File: src/rtl/boxcar_dec_if.sv
// Sample-in / decimated-sum-out bundle for boxcar_dec.
// The DUT takes the slave modport; the upstream/downstream side takes master.
interface boxcar_dec_if #(
  parameter int n = 16,
  parameter int r = 64
);
  localparam int m = n + $clog2(r);

  logic signed [n-1:0] in;
  logic                in_v;
  logic signed [m-1:0] out;
  logic                out_v;
  logic                out_r;
  logic                ovf;

  modport master (output in, in_v, out_r, input out, out_v, ovf);
  modport slave  (input in, in_v, out_r, output out, out_v, ovf);
endinterface

File: src/rtl/boxcar_dec.sv
// Integrate-and-dump decimator: sums r valid samples at full precision and
// hands each sum to a one-entry valid/ready holding register with sticky ovf.
module boxcar_dec #(
  parameter int n = 16,
  parameter int r = 64
) (
  input  logic         clk,
  input  logic         rst_n,
  boxcar_dec_if.slave  bus
);
  localparam int m  = n + $clog2(r);
  localparam int cw = $clog2(r);
  localparam logic [cw-1:0] CNT_LAST = cw'(r - 1);

  logic signed [m-1:0]  acc_q, acc_d;
  logic [cw-1:0]        cnt_q, cnt_d;
  logic signed [m-1:0]  out_q, out_d;
  logic                 out_v_q, out_v_d;
  logic                 ovf_q, ovf_d;

  logic signed [m-1:0]  sum;
  logic                 dump;
  logic                 hold_free;

  // m > n always holds since r >= 2, so the replication is never empty.
  assign sum       = acc_q + {{(m-n){bus.in[n-1]}}, bus.in};
  assign dump      = bus.in_v && (cnt_q == CNT_LAST);
  assign hold_free = !out_v_q || bus.out_r;

  always_comb begin
    acc_d   = acc_q;
    cnt_d   = cnt_q;
    out_d   = out_q;
    out_v_d = out_v_q;
    ovf_d   = ovf_q;

    if (bus.in_v) begin
      if (dump) begin
        acc_d = '0;
        cnt_d = '0;
      end else begin
        acc_d = sum;
        cnt_d = cnt_q + 1'b1;
      end
    end

    // A dump takes priority over a plain consume; a consume in the same cycle frees the slot.
    if (dump) begin
      if (hold_free) begin
        out_d   = sum;
        out_v_d = 1'b1;
      end else begin
        ovf_d = 1'b1;
      end
    end else if (out_v_q && bus.out_r) begin
      out_v_d = 1'b0;
    end
  end

  always_ff @(posedge clk) begin
    if (!rst_n) begin
      acc_q   <= '0;
      cnt_q   <= '0;
      out_q   <= '0;
      out_v_q <= 1'b0;
      ovf_q   <= 1'b0;
    end else begin
      acc_q   <= acc_d;
      cnt_q   <= cnt_d;
      out_q   <= out_d;
      out_v_q <= out_v_d;
      ovf_q   <= ovf_d;
    end
  end

  assign bus.out   = out_q;
  assign bus.out_v = out_v_q;
  assign bus.ovf   = ovf_q;
endmodule

File: src/flat_wrapper.sv
// flat-port wrapper written by rule: the top's interface ports become plain ports
module boxcar_dec_flat 
#(
  parameter int n = 16,
  parameter int r = 64
)
  (clk, rst_n, bus_in, bus_in_v, bus_out_r, bus_out, bus_out_v, bus_ovf);
  boxcar_dec_if #(.n(n), .r(r)) bus_i ();
  input  logic clk;
  input  logic rst_n;
  input wire logic [$bits(bus_i.in)-1:0] bus_in;
  input wire logic [$bits(bus_i.in_v)-1:0] bus_in_v;
  input wire logic [$bits(bus_i.out_r)-1:0] bus_out_r;
  output wire logic [$bits(bus_i.out)-1:0] bus_out;
  output wire logic [$bits(bus_i.out_v)-1:0] bus_out_v;
  output wire logic [$bits(bus_i.ovf)-1:0] bus_ovf;
  assign bus_i.in = bus_in;
  assign bus_i.in_v = bus_in_v;
  assign bus_i.out_r = bus_out_r;
  assign bus_out = bus_i.out;
  assign bus_out_v = bus_i.out_v;
  assign bus_ovf = bus_i.ovf;
  boxcar_dec #(.n(n), .r(r)) u_core (.clk(clk), .rst_n(rst_n), .bus(bus_i));
endmodule
File: config.mk
export PLATFORM = sky130hd
export DESIGN_NAME = boxcar_dec_flat
export DESIGN_NICKNAME = d
export VERILOG_FILES = /design/src/rtl/boxcar_dec_if.sv /design/src/rtl/boxcar_dec.sv /design/src/flat_wrapper.sv
export SDC_FILE = /design/constraint.sdc
export NUM_CORES = 1
export LEC_CHECK = 0
export BUFFER_PORTS_ARGS = -buffer_cell sky130_fd_sc_hd__clkbuf_2
export CORE_MARGIN = 3
export CORE_UTILIZATION = 57
export DETAILED_ROUTE_END_ITERATION = 6
export PLACE_DENSITY = 0.79
export SLEW_MARGIN = 20
export SYNTH_ARGS = -nofsm -noshare
export SYNTH_HDL_FRONTEND = slang
export SYNTH_SLANG_ARGS = --single-unit
File: constraint.sdc
create_clock -name clk -period 3.12 [get_ports clk]
set_input_delay 0.624 -clock clk [delete_from_list [all_inputs] [get_ports clk]]
set_output_delay 0.624 -clock clk [all_outputs]
set_load 0.05 [all_outputs]
==> results_dict.tcl <==
set metrics [dict create \
    status "completed" \
    tritoncts.num_buffers 5 \
    synth_edf_count 0 \
    postCtsSetupRepairBufs 0 \
    timing.rr.start "u_core.acc_q[0]" \
    seqPwrFrac_pct 42.5 \
    core_sq_um 4910 \
    power_density_nw_per_um2 516 \
    switching_share_pct 32.6 \
    synthesis.area_sq_um 3020 \
    combPwrFrac_pct 31.0 \
    areaGrowthSynthToFinish_pct 11.5 \
    routed_via_density 5.80 \
    cts_root_buf "clkbuf_8" \
    worstPathMaxFanout 4 \
    clock_power_share_pct 26.5 \
    crit_path_end "u_core.bus.out[14]" \
    n_fill_cell 436 \
    layout-drive-gt1-share_pct 17.0 \
    yosys_register_bits 52 \
    num_vias 2744 \
    syn_nets 413 \
    cts.clk_slew.worst_paths_ns 0.09 \
    clk_latency_ns 0.31 \
    yosysTopAreaCellShare_pct 34.5 \
    synth_area_leaders "dfxtp_1, ha_1, a21oi_1, nand2_1, nor2_1" \
    synth_ff_type "dfxtp_1" \
    antenna_found_initial 0 \
    place_inst 465 \
    startpoint "bus_in[0]" \
    vdd_ir_drop_max_v 0.000237 \
    grt_pass1_vias 2550 \
    whs_ns 0.464 \
    end_kind "flip-flop" \
    fin_ws_ns 0.632 \
    ys_types 59 \
    io_buffers 43 \
    muxShareOfSynthArea_pct 0.331 \
    slew_viol_final 0 \
    cap_viol_max_count 0 \
    drcViolationCount 0 \
    r2r_setup_slack_ns 0.67 \
    clock_sinks 52 \
    period_share_pct 79.8 \
    place_congestion 0.913 \
    dieHeight_um 78.8 \
    p_sw_mw 0.566 \
    skew_ns 0.00871 \
    ff_latch_area_sq_um 1040 \
    rsz0062_at_grt "false" \
    synthXorXnorAreaFrac_pct 7.12 \
    num_io_pins 44 \
    critPathLaunchType "primary input" \
    synth-compound-area-share_pct 21.3 \
    critical_path_class "in -> reg" \
    fin_setup_tns_ns 0 \
    cp_data_arrival_time_ns 2.74 \
    grt_use_total_pct 22.6 \
    hold_class "reg -> reg" \
    max_clock_freq_mhz 402 \
    avgRoutedWirePerCell_um 14.3 \
    multiInputGateArea_sq_um 1840 \
    grt_overflow 0 \
    routed_wirelength_mm 6.76 \
    synth_top_cell_by_area "dfxtp_1" \
    final-setup-viol-count 0 \
    final_cell_mix "dfxtp_1, clkbuf_2, a21oi_1, nand2_1, nor2_1" \
    clock_path_buffers 2 \
    diodes 0 \
    ctsResizeCount 0 \
    final_antenna_net_count 0 \
    dieArea_sq_um 6210 \
    hold_violations 0 \
    synthCells 370 \
    ctsHoldBuffers 0 \
    p_int_mw 1.17 \
    cp.required_ns 3.37 \
    synth_warnings 0 \
    rr_worst_depth 10 \
    stdcell_count 473 \
    synthAdderAreaFrac_pct 9.77 \
    finalInstanceArea_sq_um 3370 \
    dieWidth_um 78.8 \
    dpl.hpwl_mm 5.01 \
    htreeDepth 2 \
    synth-simple-area-share_pct 22.5 \
    placed_area_sq_um 3260 \
    grt_max_degree 26 \
    worstMarginPinSlew_ns 0.607 \
    fin_nets 448 \
    floorplan.initialDensity_pct 61.5 \
    mostFrequentLayoutCell "dfxtp_1" \
    drt_iter0_drc 233 \
    ys_seq_area_share_pct 34.5 \
    syn_area_per_cell_sq_um 8.17 \
    p_leak_nw 1.41 \
    cts_tree "yes" \
    grt_pass1_wl_mm 11.5 \
    synth_top_family_by_area "simple AND/OR/NAND/NOR gates" \
    firstDrtPassIters 4 \
    dp_slack_ns 0.332 \
    period_needed_ns 2.49 \
    async_flop_share_pct 0 \
    slew_headroom_pct 59.6 \
    r2r_end "u_core.bus.out[14]" \
    std_cell_rows 25 \
]
per-layer routing:
| metal | global-route usage [%] | part of all wire [%] |
|---|---|---|
| met1 | 30.4 | 48 |
| met3 | 4.65 | 4.3 |
| met5 | 0 | 0 |
| met2 | 36.7 | 46 |
| met4 | 6.87 | 0.74 |
registers in the layout (all words and copies together) (netlist names):
register	count
u_core.acc_q	22
u_core.bus.out_v	1
u_core.cnt_q	6
u_core.bus.out	22
u_core.bus.ovf	1
Yosys cell counts (all sizes together), types with 5 or more instances:
| master | instances |
|---|---|
| dfxtp | 52 |
| a21oi | 39 |
| nand2 | 38 |
| nor2 | 36 |
| o21ai | 25 |
| ha | 22 |
| nand3 | 22 |
| nand4 | 15 |
| clkbuf | 13 |
| xnor2 | 11 |
| xor2 | 11 |
| buf | 8 |
| inv | 8 |
| nand2b | 8 |
| a31oi | 5 |
| o211ai | 5 |
worst min-delay path by stage:
stage,startpoint,endpoint,cells past startpoint
after CTS,u_core.acc_q[20],u_core.acc_q[20],2
after detailed placement,u_core.acc_q[20],u_core.acc_q[20],2
final,u_core.bus.out[10],u_core.bus.out[10],2
after global placement,u_core.acc_q[14],u_core.acc_q[14],2
after global routing,u_core.acc_q[20],u_core.acc_q[20],2
after floorplan,u_core.acc_q[14],u_core.acc_q[14],2
worst max-delay path, cell delays in order:
cell	delay [ns]
clkbuf_2	0.08
ha_1	0.15
inv_1	0.05
fa_1	0.41
nor2b_1	0.17
o2111ai_1	0.16
a21oi_2	0.22
nor3b_2	0.11
o21a_1	0.21
or4_1	0.46
nand3_1	0.09
cells by family (layout without fill, tap and decap cells):
logic type | count (synthesis) | after routing
xor+xnor | 23 | 23
buf+inv | 30 | 66
flops | 52 | 52
compound gates | 101 | 101
mux | 1 | 1
fa+ha+maj | 23 | 23
simple gates | 140 | 140
per-stage QoR:
step | power (mW) | util, %
finish | 1.74 | 68.6
global route | 1.85 | 68.6
CTS | 1.74 | 68.6
detailed placement | 1.28 | 66.4
global placement | 1.27 | 66.4
floorplan | 1.18 | -
power groups by stage:
stage | Clock, mW | Sequential (mW) | Combinational, mW
final | 0.460 | 0.738 | 0.540
after global routing | 0.500 | 0.744 | 0.601
after CTS | 0.471 | 0.738 | 0.533
after detailed placement | 0 | 0.753 | 0.528
after global placement | 0 | 0.751 | 0.518
after floorplan | 0 | 0.745 | 0.431
layout make-up:
type                            instances  area share, %
Clock buffer                            6           2.15
Clock inverter                          2           1.04
Inverter                                9           1.00
Multi-Input combinational cell        288           54.7
Sequential cell                        52           30.9
Tap cell                               67           2.49
Timing Repair Buffer                   49           7.72
Note: power is estimated with default switching activity, not from simulation.
